$ cat config.mk
export PLATFORM = sky130hd
export DESIGN_NAME = fake_netlist_eval_sched
export DESIGN_NICKNAME = d
export VERILOG_FILES = /design/src/rtl/fake_netlist_sched_pkg.sv /design/src/rtl/fake_netlist_eval_sched_rr_arbiter.sv /design/src/rtl/fake_netlist_eval_sched.sv
export SDC_FILE = /design/constraint.sdc
export NUM_CORES = 1
export LEC_CHECK = 0
export BUFFER_PORTS_ARGS = -buffer_cell sky130_fd_sc_hd__buf_2
export CORE_ASPECT_RATIO = 0.9
export CORE_UTILIZATION = 50
export DETAILED_ROUTE_END_ITERATION = 10
export PLACE_DENSITY_LB_ADDON = 0.25
export SYNTH_ARGS = -nofsm -noshare
export SYNTH_HDL_FRONTEND = slang
export SYNTH_SLANG_ARGS = --single-unit
$ cat constraint.sdc
create_clock -name clk -period 6.9 [get_ports clk]
set_input_delay 1.38 -clock clk [delete_from_list [all_inputs] [get_ports clk]]
set_output_delay 1.38 -clock clk [all_outputs]
set_load 0.03 [all_outputs]
$ cat src/rtl/fake_netlist_sched_pkg.sv
// Shared types and default sizing for the netlist evaluation scheduler.
package fake_netlist_sched_pkg;

  localparam int DEF_NUM_REQ    = 4;
  localparam int DEF_IN_W       = 14;
  localparam int DEF_SETTLE_CYC = 2;

  typedef enum logic [1:0] {
    IDLE   = 2'd0,
    SETTLE = 2'd1,
    RESP   = 2'd2
  } sched_state_e;

endpackage

$ cat src/rtl/fake_netlist_eval_sched_rr_arbiter.sv
// Combinational round-robin picker: first active request at or after ptr wins.
module rr_arbiter import fake_netlist_sched_pkg::*; #(
  parameter int N = DEF_NUM_REQ,
  localparam int IW = (N > 1) ? $clog2(N) : 1
) (
  input  logic [N-1:0]  req_i,
  input  logic [IW-1:0] ptr_i,
  output logic [N-1:0]  grant_o,
  output logic [IW-1:0] grant_idx_o,
  output logic          any_o
);

  logic [IW-1:0] cand;

  // Walk the requesters starting at ptr and latch onto the first active one
  always_comb begin
    grant_o     = '0;
    grant_idx_o = '0;
    any_o       = 1'b0;
    cand        = '0;
    for (int k = 0; k < N; k++) begin
      cand = IW'((int'(ptr_i) + k) % N);
      if (!any_o && req_i[cand]) begin
        grant_o[cand] = 1'b1;
        grant_idx_o   = cand;
        any_o         = 1'b1;
      end
    end
  end

endmodule

$ cat src/rtl/fake_netlist_eval_sched.sv
// Time-shares one external netlist among several requesters: grant, drive
// the netlist inputs, wait a fixed settle time, capture the output, respond.
module fake_netlist_eval_sched import fake_netlist_sched_pkg::*; #(
  parameter int NUM_REQ    = DEF_NUM_REQ,
  parameter int IN_W       = DEF_IN_W,
  parameter int SETTLE_CYC = DEF_SETTLE_CYC,
  localparam int IDW = $clog2(NUM_REQ)
) (
  input  logic                    clk,
  input  logic                    rst_n,
  input  logic [NUM_REQ-1:0]      req_valid,
  input  logic [NUM_REQ*IN_W-1:0] req_vec,
  output logic [NUM_REQ-1:0]      req_ready,
  output logic [IN_W-1:0]         dut_in,
  input  logic                    dut_out,
  output logic                    resp_valid,
  output logic [IDW-1:0]          resp_id,
  output logic                    resp_data,
  input  logic                    resp_ready,
  output logic                    busy
);

  localparam int CW = $clog2(SETTLE_CYC + 1);
  localparam logic [CW-1:0] SETTLE_LOAD = CW'(SETTLE_CYC);

  sched_state_e   state_q, state_d;
  logic [IDW-1:0] ptr_q, ptr_d;
  logic [CW-1:0]  cnt_q, cnt_d;
  logic [IN_W-1:0] dut_in_q, dut_in_d;
  logic [IDW-1:0] resp_id_q, resp_id_d;
  logic           resp_data_q, resp_data_d;

  logic [NUM_REQ-1:0] arb_grant;
  logic [IDW-1:0]     arb_idx;
  logic               arb_any;
  logic [IN_W-1:0]    vec_slice [NUM_REQ];

  for (genvar g = 0; g < NUM_REQ; g++) begin : g_slice
    assign vec_slice[g] = req_vec[g*IN_W +: IN_W];
  end

  rr_arbiter #(.N(NUM_REQ)) u_arb (
    .req_i       (req_valid),
    .ptr_i       (ptr_q),
    .grant_o     (arb_grant),
    .grant_idx_o (arb_idx),
    .any_o       (arb_any)
  );

  // Next-state and grant logic; req_ready is only ever offered from IDLE
  always_comb begin
    state_d     = state_q;
    ptr_d       = ptr_q;
    cnt_d       = cnt_q;
    dut_in_d    = dut_in_q;
    resp_id_d   = resp_id_q;
    resp_data_d = resp_data_q;
    req_ready   = '0;
    unique case (state_q)
      IDLE: begin
        if (arb_any && rst_n) begin
          req_ready = arb_grant;
          dut_in_d  = vec_slice[arb_idx];
          resp_id_d = arb_idx;
          cnt_d     = SETTLE_LOAD;
          state_d   = SETTLE;
        end
      end
      SETTLE: begin
        if (cnt_q == CW'(1)) begin
          resp_data_d = dut_out;
          state_d     = RESP;
        end else begin
          cnt_d = cnt_q - CW'(1);
        end
      end
      RESP: begin
        if (resp_ready) begin
          state_d = IDLE;
          ptr_d   = (resp_id_q == IDW'(NUM_REQ - 1)) ? '0 : resp_id_q + IDW'(1);
        end
      end
      default: state_d = IDLE;
    endcase
  end

  // State register; reset abandons any evaluation in flight
  always_ff @(posedge clk or negedge rst_n) begin
    if (!rst_n) begin
      state_q     <= IDLE;
      ptr_q       <= '0;
      cnt_q       <= '0;
      dut_in_q    <= '0;
      resp_id_q   <= '0;
      resp_data_q <= 1'b0;
    end else begin
      state_q     <= state_d;
      ptr_q       <= ptr_d;
      cnt_q       <= cnt_d;
      dut_in_q    <= dut_in_d;
      resp_id_q   <= resp_id_d;
      resp_data_q <= resp_data_d;
    end
  end

  assign dut_in     = dut_in_q;
  assign resp_valid = (state_q == RESP);
  assign resp_id    = resp_id_q;
  assign resp_data  = resp_data_q;
  assign busy       = (state_q != IDLE);

endmodule

==> out/qor.yml <==
ctsResizeCount: 0
clock-sinks: 23
crit_path_end: "req_ready[0]"
final.min_clock_period_ns: 4.384
overflow: 0
grt_pass1_vias: 1732
synth.yosys.seq_area_share: 0.3044
ys_ff_latch: 23
synth_area_um2: 1891
ios: 87
dp_hpwl_mm: 3.465
p_comb_frac: 0.682
synth_fp_nets: 272
synth_top_cell_area_share: 0.3044
power.density_nw_per_um2: 457.1
status: "complete, no violations"
cp.arrival_ns: 3.00
dieArea_um2: 4031
start_kind: "flip-flop"
die_w_um: 66.82
grt_antenna_before_repair: 0
slew_violations: 0
max_slew_margin: 0.5047
yosys.area.top_type: "dfrtp_1"
leakagePower_nw: 1.173
fin_crit_sh: 0.6353
gr-usage-all-layers: 0.2346
cts_tree: "done"
wl_mm: 4.433
crit_path_end_kind: "output port"
ys_warn_count: 0
ant_nets: 0
layout-drive-gt1-share: 0.4007
syn_to_final_growth_pct: 24.22
hold_viol_final: 0
worstSetupPathType: "reg2out"
wl_per_cell_um: 13.81
finish.instance_area_um2: 2349
cp.required_ns: 5.52
syn_avg_cell_area_um2: 9.500
setup_viol: 0
synth.distinct_cells: 49
htreeDepth: 1
drc: 0
core_um2: 3503
reg2reg_from: "ptr_q[0]"
max_freq_mhz: 228.1
portBuffers: 86
crit_path_start: "ptr_q[0]"
synthCells: 199
r2r_end: "dut_in[4]"
holdBufCountCts: 0
path_clk_slew_ns: 0.08
hold_ws_ns: 0.4959
worstMarginPinSlew_ns: 0.7429
cts_buffers: 3
critPathMaxFanout: 20
p_int_w: 0.0005367
post_cts_buffers: 0
gp_congestion: 0.8096
die_height_um: 60.34
rows: 20
initial_core_util: 0.5396
antenna_cells: 0
grt_pass1_wl_mm: 7.314
synth.top_cells.by_area: "dfrtp_1 30%, mux2i_1 13%, ha_1 6.0%"
vias_per_cell: 5.555
dr.first_iter.drc_count: 106
fillers: 306
nNetsFinal: 351
rsz0062_at_grt: "no"
vias: 1783
synthArstFlopShare: 1.000
cts_max_path_buffers: 2
cts_root_buf: "clkbuf_8"
ys.flop_type: "dfrtp_1"
clkPwrFrac: 0.076
fin_tns_setup_ns: 0
p_sw_w: 0.0005368
skew_ns: 0.003697
cap_viol_max_count: 0
clkLatencyLatePin_ns: 0.26
sw_frac_of_total: 0.5001
grt_max_degree: 26
reg2reg_depth: 7
power_frac_seq: 0.243
synth_edf_count: 0
regToRegSetupSlack_ns: 3.65
dpl-instance-area_um2: 2303
worstHoldPathType: "reg2reg"
first_pass_iters: 6
max-vdd-ir-drop_v: 0.0002228
==> layer usage <==
metal / vias to the layer above / share of wire / track usage
met5: - / 0 / 0
met4: 0 / 0.0032 / 0.04255
met3: 2 / 0.045 / 0.03383
met2: 57 / 0.52 / 0.4343
met1: 828 / 0.43 / 0.2940
li1: 896 / - / -
==> per-stage QoR <==
stage	cells	setup WS, ns	power [W]	utilization
after global placement	317	2.673	0.0009823	0.6575
after global routing	321	2.258	0.001164	0.6704
final	321	2.516	0.001073	0.6704
after CTS	321	2.544	0.001079	0.6704
after detailed placement	317	2.605	0.0009954	0.6575
after floorplan	199	2.610	0.0008649	-
==> cell families after synthesis <==
family | after synthesis | share of synthesized area
compound gates | 51 | 0.2158
flops | 23 | 0.3044
fa+ha+maj | 9 | 0.05956
simple gates | 63 | 0.1754
mux | 31 | 0.1807
buf+inv | 22 | 0.06419
==> Yosys cell counts (2+ instances only) <==
cell / count
a211oi_1: 2
a21bo_2: 6
a21oi_1: 2
a221oi_1: 4
a222oi_1: 4
a22oi_1: 4
and2_1: 2
buf_2: 3
buf_6: 2
clkbuf_1: 5
dfrtp_1: 23
ha_1: 9
inv_1: 8
mux2_2: 5
mux2i_1: 24
mux4_2: 2
nand2_1: 22
nand2b_1: 2
nand3_1: 10
nand3b_1: 2
nor2_1: 12
nor3b_1: 4
o211ai_1: 6
o21ai_0: 8
o221ai_1: 4
==> registers in the layout (all words and copies together), names as in the netlist <==
register and count:
ptr_q 2, resp_id 2, resp_data 1, cnt_q 2, state_q 2, dut_in 14
==> worst min-delay path by stage <==
stage | from | to | slack, ns | cells past startpoint
finish | dut_in[1] | dut_in[1] | 0.50 | 2
global route | dut_in[2] | dut_in[2] | 0.52 | 2
CTS | dut_in[11] | dut_in[11] | 0.50 | 2
detailed placement | dut_in[11] | dut_in[11] | 0.48 | 2
global placement | dut_in[1] | dut_in[1] | 0.46 | 2
floorplan | cnt_q[0] | cnt_q[0] | 0.46 | 1
==> power groups by stage <==
stage               clock (W)  combinational (W)  sequential [W]
floorplan                   0           0.000533        0.000332
detailed placement          0           0.000734        0.000262
CTS                 0.0000835           0.000735        0.000260
global placement            0           0.000722        0.000261
finish              0.0000811           0.000732        0.000261
global route        0.0000891           0.000804        0.000271
==> critical path, cell delays in order, from the launching register on <==
cell,delay (ns)
dfrtp_1,0.83
inv_2,0.15
ha_1,0.50
mux4_2,0.45
nor2b_4,0.23
a22oi_1,0.09
nor2_1,0.09
a221oi_1,0.06
nor2_1,0.13
buf_2,0.21
==> final cells by class <==
type | instances | area [um2] | share of cell area
repair buffers | 87 | 437.9 | 0.1865
well taps | 44 | 55.05 | 0.02344
inverters | 9 | 33.78 | 0.01438
flip-flops and latches | 23 | 575.6 | 0.2451
clock buffers | 4 | 45.04 | 0.01918
multi-input cells | 154 | 1201 | 0.5115
==> placed cells by master, fill, tap and decap left out, drive strengths merged <==
cell type	n
mux4	2
and2	2
a21bo	6
nor3	1
buf	87
o41ai	1
a211o	1
nand3b	2
nand4b	1
nor4b	1
o311a	1
nor2	12
mux2	5
o221ai	4
o31ai	1
nand2b	2
a21o	1
ha	9
o21bai	1
nand3	10
o211ai	6
a211oi	2
nor2b	2
o21ai	10
or3	1
clkbuf	4
a21oi	2
a222oi	4
o21a	1
nand2	24
mux2i	24
o311ai	1
nor3b	4
a221oi	4
a31oi	1
or3b	1
inv	9
a22oi	4
dfrtp	23
(Power assumes the default switching activity.)
